File: src/rtl/lsu_req_ctrl.sv
// rtl/lsu_req_ctrl.sv - single-outstanding load/store request controller in front of the LSU
module lsu_req_ctrl (
  input  logic        clk,
  input  logic        rst,
  input  logic        req_valid,
  output logic        req_ready,
  input  logic        req_wen,
  input  logic [31:0] req_addr,
  input  logic [31:0] req_wdata,
  input  logic [2:0]  req_mtype,
  output logic [31:0] araddr,
  output logic [2:0]  mrtypeM,
  output logic        arvalid,
  input  logic        arready,
  input  logic [31:0] rdata,
  input  logic        rresp,
  input  logic        rvalid,
  output logic        rready,
  output logic [31:0] awaddr,
  output logic        awvalid,
  input  logic        awready,
  output logic [31:0] wdata,
  output logic [3:0]  wstrb,
  output logic        wvalid,
  input  logic        wready,
  input  logic        bresp,
  input  logic        bvalid,
  output logic        bready,
  output logic        resp_valid,
  input  logic        resp_ready,
  output logic [31:0] resp_rdata,
  output logic        resp_err
);

  typedef enum logic [2:0] {IDLE, RD_ADDR, RD_DATA, WR, WR_RESP, RESP} state_t;

  state_t      state_q;
  logic        aw_done_q;
  logic        w_done_q;
  logic        misaligned_d;
  logic [31:0] wdata_d;
  logic [3:0]  wstrb_d;
  logic        aw_done_d;
  logic        w_done_d;

  // Alignment check, store lane shift and byte strobes, all from the incoming request
  always_comb begin
    misaligned_d = 1'b0;
    wstrb_d      = 4'b1111;
    wdata_d      = req_wdata << {req_addr[1:0], 3'b000};
    case (req_mtype)
      3'd0, 3'd3: begin
        wstrb_d = 4'b0001 << req_addr[1:0];
      end
      3'd1, 3'd4: begin
        misaligned_d = req_addr[0];
        wstrb_d      = 4'b0011 << req_addr[1:0];
      end
      3'd2: begin
        misaligned_d = (req_addr[1:0] != 2'b00);
      end
      default: begin
        misaligned_d = 1'b1;
      end
    endcase
  end

  // Write channel completion: a flag set earlier or a handshake this cycle both count
  always_comb begin
    aw_done_d = aw_done_q | (awvalid & awready);
    w_done_d  = w_done_q | (wvalid & wready);
  end

  // Transaction FSM; every bus and response output is a register updated here
  always_ff @(posedge clk or negedge rst) begin
    if (!rst) begin
      state_q    <= IDLE;
      req_ready  <= 1'b1;
      araddr     <= 32'd0;
      mrtypeM    <= 3'd0;
      arvalid    <= 1'b0;
      rready     <= 1'b0;
      awaddr     <= 32'd0;
      awvalid    <= 1'b0;
      wdata      <= 32'd0;
      wstrb      <= 4'd0;
      wvalid     <= 1'b0;
      bready     <= 1'b0;
      resp_valid <= 1'b0;
      resp_rdata <= 32'd0;
      resp_err   <= 1'b0;
      aw_done_q  <= 1'b0;
      w_done_q   <= 1'b0;
    end else begin
      case (state_q)
        IDLE: begin
          if (req_valid) begin
            req_ready  <= 1'b0;
            resp_rdata <= 32'd0;
            resp_err   <= 1'b0;
            if (misaligned_d) begin
              resp_err   <= 1'b1;
              resp_valid <= 1'b1;
              state_q    <= RESP;
            end else if (req_wen) begin
              awaddr  <= req_addr;
              wdata   <= wdata_d;
              wstrb   <= wstrb_d;
              awvalid <= 1'b1;
              wvalid  <= 1'b1;
              state_q <= WR;
            end else begin
              araddr  <= req_addr;
              mrtypeM <= req_mtype;
              arvalid <= 1'b1;
              state_q <= RD_ADDR;
            end
          end
        end
        RD_ADDR: begin
          if (arready) begin
            arvalid <= 1'b0;
            rready  <= 1'b1;
            state_q <= RD_DATA;
          end
        end
        RD_DATA: begin
          if (rvalid) begin
            rready     <= 1'b0;
            mrtypeM    <= 3'd0;
            resp_rdata <= rdata;
            resp_err   <= rresp;
            resp_valid <= 1'b1;
            state_q    <= RESP;
          end
        end
        WR: begin
          if (awvalid && awready) awvalid <= 1'b0;
          if (wvalid && wready) wvalid <= 1'b0;
          if (aw_done_d && w_done_d) begin
            aw_done_q <= 1'b0;
            w_done_q  <= 1'b0;
            bready    <= 1'b1;
            state_q   <= WR_RESP;
          end else begin
            aw_done_q <= aw_done_d;
            w_done_q  <= w_done_d;
          end
        end
        WR_RESP: begin
          if (bvalid) begin
            bready     <= 1'b0;
            resp_err   <= bresp;
            resp_rdata <= 32'd0;
            resp_valid <= 1'b1;
            state_q    <= RESP;
          end
        end
        RESP: begin
          if (resp_ready) begin
            resp_valid <= 1'b0;
            req_ready  <= 1'b1;
            state_q    <= IDLE;
          end
        end
        default: begin
          state_q   <= IDLE;
          req_ready <= 1'b1;
        end
      endcase
    end
  end

endmodule

File: config.mk
export PLATFORM = sky130hd
export DESIGN_NAME = lsu_req_ctrl
export DESIGN_NICKNAME = d
export VERILOG_FILES = /design/src/rtl/lsu_req_ctrl.sv
export SDC_FILE = /design/constraint.sdc
export NUM_CORES = 1
export LEC_CHECK = 0
export BUFFER_PORTS_ARGS = -buffer_cell sky130_fd_sc_hd__clkbuf_2
export CORE_MARGIN = 2
export CORE_UTILIZATION = 40
export CTS_BUF_LIST = sky130_fd_sc_hd__clkbuf_16
export DETAILED_ROUTE_END_ITERATION = 8
export PLACE_DENSITY = 0.67
export SLEW_MARGIN = 40
export SYNTH_ARGS = -nofsm -noshare
export SYNTH_HDL_FRONTEND = slang
export SYNTH_SLANG_ARGS = --single-unit
File: constraint.sdc
create_clock -name clk -period 2.55 [get_ports clk]
set_input_delay 0.3825 -clock clk [delete_from_list [all_inputs] [get_ports clk]]
set_output_delay 0.3825 -clock clk [all_outputs]
set_load 0.01 [all_outputs]
==> run metrics <==
status=complete, no violations; PD cells=1160 nW/um2; Slew HR=0.568; Post-CTS Setup Bufs=0; most common cell after layout, fill and taps aside=clkbuf_2; Layout area overhead=30.5%; WP buf/inv=1; largest net degree at the start of global routing=67; area of the core=16600 um2; FF-to-FF path depth=5; GR met1 Demand/Resource=0.256; Worst path max stage delay=around 420 ps; dominant combinational cell family by area after synthesis=multiplexers; placed cell count=996; H-tree Lvls=4; CP Launch Type=flop; Buffers on Ports=253; Mapped Nets=661; die area=18200 um2; CP Class=reg2reg; vias=5377; Compound-Gate Fraction of Synth Area=0.140; Max Buffers Root-to-Sink=2; detailed-route DRC error count=0; Most used DFF post-synth=dfrtp_1; Synth Cell Area=roughly 6900 um2; DR iter-0 viols=between 300 and 400; Die Wd=135 um; peak supply drop=a little under 0.0005 V; clock root cell=clkbuf_16; Routability Congestion=0.862; slowest cell on the critical path=or3_4; DR vias/cell=5.23; Post-Synth Simple-Gate Area=0.0849; Skew-Pair Late Insertion Delay=420 ps; WHS=roughly 200 ps; crit-path cells=nor2_1 -> nand2_1 -> or3_4 -> buf_4 -> mux2_4; crit-path max FO=38; YS warnings=0; setup violators final=0; Slew @ Worst Pin=646 ps; Clock Pin Slew Worst Setup and Hold Paths=60 ps; min-delay src=wready; Die Height=135 um; layout net count=907; TritonCTS Buffers=17; 1st-pass router iterations=4; starting density of the core=0.412; Req. time, crit path=2850 ps; Syn Inst Count=550; reg-to-reg critical path endpoint=wdata[27]; Post-synth EDFFs=0; Endpoint, Worst Hold=wvalid; DRT antenna net count=0; worst min-delay path class=in2reg; total grt overflow=0; Sink Count=148; Leakage=4.64 nW; unrepaired setup endpoints after global routing=false; I/O Pins=around 250; Max Cap Viol=0; final hold vios=0; Worst Setup End Kind=flop; WL final=18700 um; reg2reg start=state_q[2]; first-pass GRT wire length=between 20000 and 30000 um; Std-Cell Rows=47; Layout fillers=around 1.5k; drt wl/cell=18.2 um; grt met2 use=0.340; Fmax=roughly 490 MHz; Netlist cell types=just under 50; worst reg-to-reg setup slack=between 400 and 500 ps; Antenna Diode Count=0; worst hold path depth=2; met3 Use GR=0.0777; fin. max-slew vios=0; Final period util=0.806; layout cells sized above 1=0.527; multiplexer area fraction after synthesis=0.191; CTS tree=built; GRT Total Usage=0.208; Post-Synth XOR/XNOR Area=0.00237; Post-DP HPWL=13700 um; Avg Inst Size Synth=12.5 um2; flops & latches, synth=148; crit path time final=slightly above 2000 ps; Adder-Cell Fraction of Synth Area=0; Setup TNS Final=0 ps; Final Skew=between 7 and 8 ps; Power, Total=10.4 mW; CP delay by family, top=simple AND/OR/NAND/NOR gates; fin cells=1029; busiest grt layer=met2; Worst EP arrival=2350 ps; antenna violations before repair=1; Async SR Flop Fraction=1.00; sequential area share after synthesis=0.540; number of global-route vias before repair=5473; commonest non-fill, non-tap cells in the layout=clkbuf_2, dfrtp_1, mux2_4
kinds of logic after synthesis:
family                    after synthesis
xor gates and xnor gates                1
AOI/OAI and AO/OA                     136
and+or+nand+nor                       106
muxes                                 102
buffers and inverters                  57
DFF                                   148
metal layers:
metal	routed length [um]	up-vias	part of all wire
met1	7690	2630	0.41
met2	8980	233	0.48
li1	-	2494	-
met4	294	2	0.016
met3	1720	18	0.092
met5	13	-	0.00070
flip-flops by register name, indices dropped and copies added, names as in the netlist, 3 cells and up:
register    cells
araddr         32
awaddr         32
resp_rdata     32
wdata          32
wstrb           4
mrtypeM         3
state_q         3
synthesized netlist by cell type (all sizes together) (2+ instances only):
cell,number,share of area
a211oi,8,0.0088
a21bo,33,0.048
a21o,3,0.0033
a21oi,22,0.016
a31oi,5,0.0046
buf,18,0.020
clkbuf,27,0.015
dfrtp,147,0.54
inv,12,0.0066
mux2,81,0.16
mux2i,21,0.031
nand2,28,0.015
nand3,3,0.0022
nand4,33,0.030
nor2,10,0.0055
nor2b,13,0.012
nor3,5,0.0053
nor3b,2,0.0022
nor4,2,0.0018
o2111ai,2,0.0026
o21ai,43,0.031
o31ai,12,0.015
or3,2,0.0018
metrics by stage:
step	instance area (um2)	utilization	setup slack (ps)
final	8950	0.538	494
after global routing	8950	0.538	368
after CTS	8950	0.538	485
after detailed placement	8350	0.502	287
after global placement	8350	0.502	334
after floorplan	6860	-	568
timing repair:
item | 4_1_cts | 5_1_grt
hold endpoints to repair | 61 | 0
gates resized for setup | 0 | 0
hold buffers | 1 | 0
area by class of cell:
cell class | instances | area [um2] | share of cell area
flip-flops and latches | 148 | 3700 | 0.414
clock inverters | 15 | 169 | 0.0189
inverters | 12 | 45.0 | 0.00503
clock buffers | 17 | 425 | 0.0475
repair buffers | 272 | 1460 | 0.163
well taps | 220 | 275 | 0.0308
multi-input cells | 345 | 2880 | 0.321
worst reg2reg max path, cell delays in order (launching register included):
cell     delay, ps
dfrtp_1        390
nor2_1         180
nand2_1        270
or3_4          420
buf_4          310
mux2_4         380
where the power goes:
group	internal, mW	switching [mW]
logic	1.88	2.03
clock network	1.47	1.07
registers	3.34	0.571
worst max-delay path by stage:
stage,slack [ps],endpoint,depth (start not counted),start
6_report,490,wdata[27],5,state_q[2]
5_1_grt,370,wdata[18],5,state_q[2]
4_1_cts,490,wdata[22],5,state_q[2]
3_5_place_dp,290,wdata[25],6,req_mtype[1]
3_3_place_gp,330,awaddr[19],6,req_mtype[0]
2_1_floorplan,570,awaddr[0],7,req_mtype[1]
No activity file was read; power rests on OpenSTA's default activity.
